===== src/rtl/handshake_constant_table.sv =====
// Elastic constant source: each accepted control token yields the next entry of a
// compile-time table through a registered, one-slot full-throughput output stage.
module handshake_constant_table #(
  parameter int unsigned DATA_WIDTH = 32,
  parameter int unsigned NUM_CONSTS = 4,
  parameter logic [NUM_CONSTS*DATA_WIDTH-1:0] CONST_TABLE = '0,
  parameter int unsigned WRAP = 1,
  localparam int unsigned IW = (NUM_CONSTS > 1) ? $clog2(NUM_CONSTS) : 1
) (
  input  logic                  clk,
  input  logic                  rst,
  input  logic                  restart,
  input  logic                  ctrl_valid,
  output logic                  ctrl_ready,
  output logic [DATA_WIDTH-1:0] outs,
  output logic                  outs_valid,
  input  logic                  outs_ready,
  output logic                  outs_last,
  output logic [IW-1:0]         outs_idx
);

  localparam logic [IW-1:0] LAST_IDX = IW'(NUM_CONSTS - 1);

  logic [IW-1:0]         idx_q, idx_d;
  logic [DATA_WIDTH-1:0] outs_q, outs_d;
  logic                  outs_valid_q, outs_valid_d;
  logic                  outs_last_q, outs_last_d;
  logic [IW-1:0]         outs_idx_q, outs_idx_d;

  logic                  ctrl_fire;
  logic                  outs_fire;
  logic [IW-1:0]         entry;
  logic [IW-1:0]         next_idx;
  logic [DATA_WIDTH-1:0] entry_value;

  always_comb begin
    ctrl_ready = ~outs_valid_q | outs_ready;
    ctrl_fire  = ctrl_valid & ctrl_ready;
    outs_fire  = outs_valid_q & outs_ready;
    entry      = restart ? '0 : idx_q;

    // Exact compare against the last entry keeps non-power-of-two tables in range.
    if (entry == LAST_IDX) begin
      next_idx = (WRAP != 0) ? '0 : LAST_IDX;
    end else begin
      next_idx = entry + IW'(1);
    end

    entry_value = '0;
    for (int unsigned k = 0; k < NUM_CONSTS; k++) begin
      if (entry == IW'(k)) begin
        entry_value = CONST_TABLE[k*DATA_WIDTH +: DATA_WIDTH];
      end
    end
  end

  always_comb begin
    idx_d        = idx_q;
    outs_d       = outs_q;
    outs_valid_d = outs_valid_q;
    outs_last_d  = outs_last_q;
    outs_idx_d   = outs_idx_q;

    if (ctrl_fire) begin
      idx_d        = next_idx;
      outs_d       = entry_value;
      outs_idx_d   = entry;
      outs_last_d  = (entry == LAST_IDX);
      outs_valid_d = 1'b1;
    end else begin
      if (restart) begin
        idx_d = '0;
      end
      if (outs_fire) begin
        outs_valid_d = 1'b0;
      end
    end
  end

  always_ff @(posedge clk) begin
    if (!rst) begin
      idx_q        <= '0;
      outs_q       <= '0;
      outs_valid_q <= 1'b0;
      outs_last_q  <= 1'b0;
      outs_idx_q   <= '0;
    end else begin
      idx_q        <= idx_d;
      outs_q       <= outs_d;
      outs_valid_q <= outs_valid_d;
      outs_last_q  <= outs_last_d;
      outs_idx_q   <= outs_idx_d;
    end
  end

  assign outs       = outs_q;
  assign outs_valid = outs_valid_q;
  assign outs_last  = outs_last_q;
  assign outs_idx   = outs_idx_q;

endmodule


===== config.mk =====
export PLATFORM = sky130hd
export DESIGN_NAME = handshake_constant_table
export DESIGN_NICKNAME = d
export VERILOG_FILES = /design/src/rtl/handshake_constant_table.sv
export SDC_FILE = /design/constraint.sdc
export NUM_CORES = 1
export LEC_CHECK = 0
export ABC_CLOCK_PERIOD_IN_PS = 3500
export CORE_AREA = 2 2 43 45
export DETAILED_ROUTE_END_ITERATION = 8
export DIE_AREA = 0 0 45 47
export PLACE_DENSITY_LB_ADDON = 0.12
export SYNTH_ARGS = -nofsm -noshare
export SYNTH_HDL_FRONTEND = slang
export SYNTH_SLANG_ARGS = --single-unit

===== constraint.sdc =====
create_clock -name clk -period 3.5 [get_ports clk]
set_clock_uncertainty 0.2 [all_clocks]
set_input_delay 0.7 -clock clk [delete_from_list [all_inputs] [get_ports clk]]
set_output_delay 0.7 -clock clk [all_outputs]
set_load 0.005 [all_outputs]

# Word level (Yosys, flattened, before mapping)
# Index checks and enable logic that the tools add are counted.
dict set report classes {
  addsub 1
  n_eq_ne 1
  muxes 5
  bitwise_logic 4
  n_reduce_logical 1
}
# op n
set op_table {}
lappend op_table {{$mux W2} 3}
lappend op_table {{$add A2 B1 Y2 const B} 1}
lappend op_table {{$and A1 B1 Y1} 2}
lappend op_table {{$eq A2 B2 Y1 const B} 1}
lappend op_table {{$mux W1} 2}
lappend op_table {{$reduce_bool A2 Y1} 1}
lappend op_table {{$not A1 Y1} 1}
lappend op_table {{$or A1 B1 Y1} 1}
dict set report totals {
  register_bits 6
  input_bits 5
  output_inout_bits 37
  word_cells 16
}

# Logic depth before layout (Yosys ltp)
# Gate-level depths: netlist (run 1).
dict set report depth {
  word_depth 4
  mapped_depth 4
  depth_no_buf 4
}

# Worst setup path before layout (run 1)
# Ideal clock, no wire load.
dict set report synth_path {
  path_type {input-to-output}
  from {input outs_ready}
  to {output ctrl_ready}
  t_arrival_ns 0.837
  required_ns 2.600
  path_slack_ns 1.763
  cell_stages 1
  path_buffers 0
  cell_sequence {nand2b_4}
}
dict set report synth_between {
  elab_chain_cells 1
}
# item line_no
set synth_lines {}
lappend synth_lines {{from (decl)} 17} ;# input logic outs_ready,
lappend synth_lines {{$or A1 B1 Y1} 37} ;# ctrl_ready = ~outs_valid_q | outs_ready;
lappend synth_lines {{to (decl)} 14} ;# output logic ctrl_ready,
# No other way between the ends.

# Final worst setup path (run 1)
# Same ends and word-level chain as after synthesis.

==> results of run 1 <==
-- kinds of logic after synthesis --
kind of cell               Yosys count  synth area share
other                                1           0.00724
DFF                                  6             0.232
adders and majority gates            1            0.0242
muxes                                5            0.0966
AOI/OAI and AO/OA                    1            0.0145
and+or+nand+nor                     12             0.145
buffers and inverters               34             0.481
-- cells in the mapped netlist --
master,number,area [um^2]
a21boi_0,1,7.51
buf_2,1,5.00
buf_4,32,240
conb_1,1,3.75
dfxtp_1,6,120
ha_1,1,12.5
inv_1,1,3.75
mux2i_1,5,50.1
nand2_1,7,26.3
nand2_4,1,11.3
nand2b_1,1,6.26
nand2b_4,1,13.8
nor2b_2,2,17.5
-- placed cells by master (no fill, tap or decap) --
master	instances
conb_1	32
clkdlybuf4s50_1	9
nand2_1	7
dfxtp_1	6
mux2i_1	5
clkbuf_4	3
nor2b_2	2
nand2b_4	1
nand2b_1	1
nand2_4	1
inv_1	1
a21boi_0	1
ha_1	1
-- per-layer routing --
| metal | routed length (um) | global-route usage |
|---|---|---|
| met1 | 220 | 0.0626 |
| met2 | 259 | 0.0743 |
| met3 | 112 | 0.0577 |
| met4 | 0 | 0.0176 |
| met5 | 0 | 0 |
-- power groups by stage --
stage,logic [W],registers (W),clock network (W)
floorplan,0.0000435,0.0000734,0
global placement,0.0000272,0.0000734,0
detailed placement,0.0000271,0.0000734,0
CTS,0.0000272,0.0000721,0.0000659
global route,0.0000316,0.0000720,0.0000720
finish,0.0000275,0.0000721,0.0000631
-- sequential cells by signal, summed over array words and instances, names as in the netlist --
signal and cells:
outs_valid 1, outs_idx 2, idx_q 2, outs_last 1
-- worst reg2reg max path: stages (launching register included) --
cell and delay, ns:
dfxtp_1 0.29, nor2b_2 0.15, ha_1 0.29, nand2_1 0.06
mux2i_1 0.07
-- layout make-up --
type | count | area share
inverters | 1 | 0.00718
repair buffers | 9 | 0.172
clock buffers | 3 | 0.0431
flip-flops and latches | 6 | 0.230
well taps | 17 | 0.0407
multi-input cells | 51 | 0.507
-- worst paths after layout --
check | to | slack (ns) | cells past startpoint | startpoint
min reg2reg | outs_last | 0.26 | 2 | outs_last
max | ctrl_ready | 0.80 | 3 | outs_ready
min | outs_last | 0.26 | 2 | outs_last
max reg2reg | idx_q[1] | 2.33 | 4 | idx_q[0]
-- stage by stage --
stage	util	cells	setup slack, ns
after global placement	0.303	84	0.808
after detailed placement	0.303	84	0.816
after CTS	0.317	87	0.801
after global routing	0.317	87	0.779
after floorplan	-	91	1.76
final	0.317	87	0.803
==> reports/summary.txt, run 1 <==
Hold Crit Class: reg -> reg
Vias in the first global route: 185
Critical path required time: 2.60 ns
CP endpoint kind: output pin
Sequential cell area: 120 um^2
Final setup fails: 0
Chip width: 45 um
Worst setup SP type: primary input
Post-synthesis sequential area ratio: 0.232
Switching Power: 0.0000412 W
DRT iter0 DRCs: 2
Yosys warnings: 0
Num rows: 15
CTS Sinks: 6
IO buf count: 9
First-pass GRT wire length: 759 um
# nets final: 78
Area Growth Syn to Fin: 0.966%
Crit path largest cell delay: 0.49 ns
FMAX: 371 MHz
Routed Antenna Nets: 0
Full die area: 0.00212 mm^2
Overflow after GRT: 0
Synthesized flop and latch total: 6
Final Max Tran Viols: 0
Worst vdd ir: 0.000196 V
Clock latency on the worst-skew pair: 0.24 ns
Seq pwr share: 0.443
Delay-heaviest family, CP: buffers and inverters
Initial antenna violation count: 0
Final wirelength: 592 um
Buf/Inv on CP: 2
Power per Cell Area: 311 mW/mm^2
Clk network pwr share: 0.388
CP Cell Sequence: clkdlybuf4s50_1, nand2b_4, clkdlybuf4s50_1
Hold slack: 0.257 ns
CP most frequent cell: clkdlybuf4s50_1
# fillers: 186
DR vias/cell: 3.29
Clock-pin slew on the worst setup and hold paths: 0.04 ns
Hold_buf cts: 0
Max Cap Viol: 0
CTS tree: done
Total CTS buffers: 3
Critical path arrival: 1.80 ns
Design Power: 0.000163 W
Clock root buffer: clkbuf_4
Post-route cell area: 523 um^2
Mapped Cells: 60
DRT Pass-1 Iters: 4
Critical-path maximum fanout: 3
ANT cells: 0
Sw Ratio: 0.253
Drt wl/cell: 6.80 um
Die Y: 47 um
Pleak: 0.276 nW
Period Utilization, post-route: 0.771
Slowest cell on crit path: clkdlybuf4s50_1
Global Route Usage Sum: 0.0568
Core footprint: 0.00165 mm^2
Layout cells sized above 1: 0.100
Area occupied by multi-input gates: 265 um^2
CTS HTree Levels: 1
Initial Util: 0.314
Avg Inst Size Synth: 8.63 um^2
Clock Path Buffers: 2
Pint: 0.000121 W
WS Path Type: in -> out
Final hold viol count: 0
Vias: 286
Final Wtd Congestion: 0.665
Tmin final: 2.70 ns
DRC: 0
Post-Synthesis Cell Area: 518 um^2
Synth cell types: 13
Placed Instance Area: 500 um^2
Status: completed
Resize count post-CTS: 0
RSZ-0062 raised after global routing: false
Fin Setup TNS: 0 ns
Largest net degree at the start of global routing: 10
Post-CTS Setup Inserts: 0
I/O Pins: 42
Combinational Power Share: 0.169
(Power assumes the default switching activity.)
==> run 2: changes to the inputs <==
--- a/config.mk
+++ b/config.mk
@@ -5,10 +5,10 @@
 export SDC_FILE = /design/constraint.sdc
 export NUM_CORES = 1
 export LEC_CHECK = 0
-export ABC_CLOCK_PERIOD_IN_PS = 3500
-export CORE_AREA = 2 2 43 45
+export ABC_CLOCK_PERIOD_IN_PS = 2200
+export CORE_AREA = 2 2 47 49
 export DETAILED_ROUTE_END_ITERATION = 8
-export DIE_AREA = 0 0 45 47
+export DIE_AREA = 0 0 49 51
 export PLACE_DENSITY_LB_ADDON = 0.12
 export SYNTH_ARGS = -nofsm -noshare
 export SYNTH_HDL_FRONTEND = slang
==> constraint.sdc (replaced) <==
create_clock -name clk -period 2.2 [get_ports clk]
set_clock_uncertainty 0.2 [all_clocks]
set_input_delay 0.44 -clock clk [delete_from_list [all_inputs] [get_ports clk]]
set_output_delay 0.44 -clock clk [all_outputs]
set_load 0.005 [all_outputs]
==> reports/summary.txt, run 2 (same netlist as run 1, synthesis figures left out) <==
FMAX: 469 MHz
Chip width: 49 um (was 45 um)
DR vias/cell: 2.87 (was 3.29)
Critical path arrival: 1.49 ns (was 1.80 ns)
Drt wl/cell: 6.13 um (was 6.80 um)
I/O Pins: 42 (unchanged)
Commonest non-fill, non-tap cells in the layout: 32 x conb_1, 9 x clkdlybuf4s50_1, 7 x nand2_1, 6 x dfxtp_1, 5 x mux2i_1 (unchanged)
ANT cells: 0 (unchanged)
HPWL Detailed: 511 um
Worst R2R Start: idx_q[0] (unchanged)
Power per Cell Area: 477 mW/mm^2 (was 311 mW/mm^2)
Clock latency on the worst-skew pair: 0.24 ns (about the same)
Critical path required time: 1.56 ns (was 2.60 ns)
Slowest cell on crit path: clkdlybuf4s50_1 (unchanged)
DRT iter0 DRCs: 1 (was 2)
First-pass GRT wire length: 862 um (was 759 um)
Fin Setup TNS: 0 ns (unchanged)
Largest net degree at the start of global routing: 10 (unchanged)
Routed Antenna Nets: 0 (unchanged)
Final setup fails: 0 (unchanged)
Hold Crit Class: reg -> reg (unchanged)
Hold Path Depth: 2 (unchanged)
Max Cap Viol: 0 (unchanged)
Clock Path Buffers: 2 (unchanged)
# fillers: 236 (was 186)
Hold_sp: outs_idx[0] (was outs_last)
Die Y: 51 um (was 47 um)
Critical-path maximum fanout: 2 (was 3)
Status: completed (unchanged)
Final hold viol count: 0 (unchanged)
CTS Sinks: 6 (unchanged)
CTS tree: done (unchanged)
Clock-pin slew on the worst setup and hold paths: 0.05 ns (was 0.04 ns)
Total CTS buffers: 3 (unchanged)
Final wirelength: 607 um (was 592 um)
Pleak: 0.281 nW (was 0.276 nW)
DRC: 0 (unchanged)
Worst vdd ir: 0.000224 V (was 0.000196 V)
Area Growth Syn to Fin: 5.07% (was 0.966%)
Full die area: 0.00250 mm^2 (was 0.00212 mm^2)
DRT Pass-1 Iters: 2 (was 4)
CP endpoint kind: output pin (unchanged)
Buf/Inv on CP: 2 (unchanged)
Crit path largest cell delay: 0.49 ns (about the same)
IO buf count: 9 (unchanged)
Post-CTS Setup Inserts: 0 (unchanged)
Vias in the first global route: 198 (was 185)
Final Wtd Congestion: 0.615 (was 0.665)
Final Max Tran Viols: 0 (unchanged)
Delay-heaviest family, CP: buffers and inverters (unchanged)
Worst setup SP type: primary input (unchanged)
Vias: 284 (was 286)
CTS HTree Levels: 1 (unchanged)
Period Utilization, post-route: 0.969
CP most frequent cell: clkdlybuf4s50_1 (unchanged)
Layout cells sized above 1: 0.113 (was 0.100)
RSZ-0062 raised after global routing: false (unchanged)
Critical Path Stages: 3 (unchanged)
Overflow after GRT: 0 (unchanged)
CP Cell Sequence: clkdlybuf4s50_1, nand2b_4, clkdlybuf4s50_1 (unchanged)
WS Path Type: in -> out (unchanged)
Global Route Usage Sum: 0.0501 (was 0.0568)
# nets final: 79 (was 78)
Initial antenna violation count: 0 (unchanged)
Worst R2R Path Depth: 4 (unchanged)
Most common cell after layout, fill and taps aside: conb_1 (unchanged)
Dpl ws: 0.0652 ns (was 0.816 ns)
Final worst slack: 0.0674 ns (was 0.803 ns)
Clock root buffer: clkbuf_4 (unchanged)
Hold_buf cts: 0 (unchanged)
Crit path from: outs_ready (unchanged)
Tmin final: 2.13 ns
Core footprint: 0.00206 mm^2 (was 0.00165 mm^2)
Resize count post-CTS: 0 (unchanged)
Initial Util: 0.251 (was 0.314)
Num rows: 17 (was 15)
-- run 2: changes by cell type in the layout (fill, tap and decap cells not counted), sizes merged --
cell / delta
buf: +1
-- run 2: final timing paths --
check / end / slack [ns]
min: outs_idx[0] / 0.26
min reg2reg: outs_idx[0] / 0.26
max reg2reg: idx_q[1] / 1.04
max: ctrl_ready / 0.07
-- run 2: power by group --
part | leakage [nW] | switching [W] | internal (W) | total, W
logic | 0.218 | 0.0000253 | 0.0000197 | 0.0000450
registers | 0.0490 | 0.00000176 | 0.000113 | 0.000115
clock network | 0.0138 | 0.0000383 | 0.0000616 | 0.0000999
-- run 2: worst register-to-register path: cells and delay by family, from the launching register on --
kind,cells,cell delay (ns)
mux,1,0.07
fa+ha+maj,1,0.28
flops,1,0.29
simple gates,2,0.21
-- run 2: metal layers --
| layer | track usage | up-vias | wire length [um] |
|---|---|---|---|
| met4 | 0.0143 | 0 | 0 |
| met3 | 0.0614 | 0 | 116 |
| met2 | 0.0571 | 27 | 255 |
| li1 | - | 144 | - |
| met5 | 0 | - | 0 |
| met1 | 0.0550 | 113 | 236 |
-- run 2: metrics by stage --
| stage | area (um^2) | util | cells | hold WS (ns) | power (W) |
|---|---|---|---|---|---|
| floorplan | 634 | - | 91 | 0.254 | 0.000186 |
| global placement | 522 | 0.253 | 96 | 0.252 | 0.000161 |
| detailed placement | 522 | 0.253 | 96 | 0.252 | 0.000161 |
| CTS | 544 | 0.264 | 99 | 0.263 | 0.000266 |
| global route | 544 | 0.264 | 99 | 0.296 | 0.000275 |
| finish | 544 | 0.264 | 99 | 0.257 | 0.000260 |
-- run 2: area by class of cell --
class                      count  area, um^2  area share
timing repair buffer          10        97.6       0.179
tap                           28        35.0      0.0644
sequential                     6         120       0.221
multi-input combinational     51         265       0.487
clock buffer                   3        22.5      0.0414
inverter                       1        3.75     0.00690
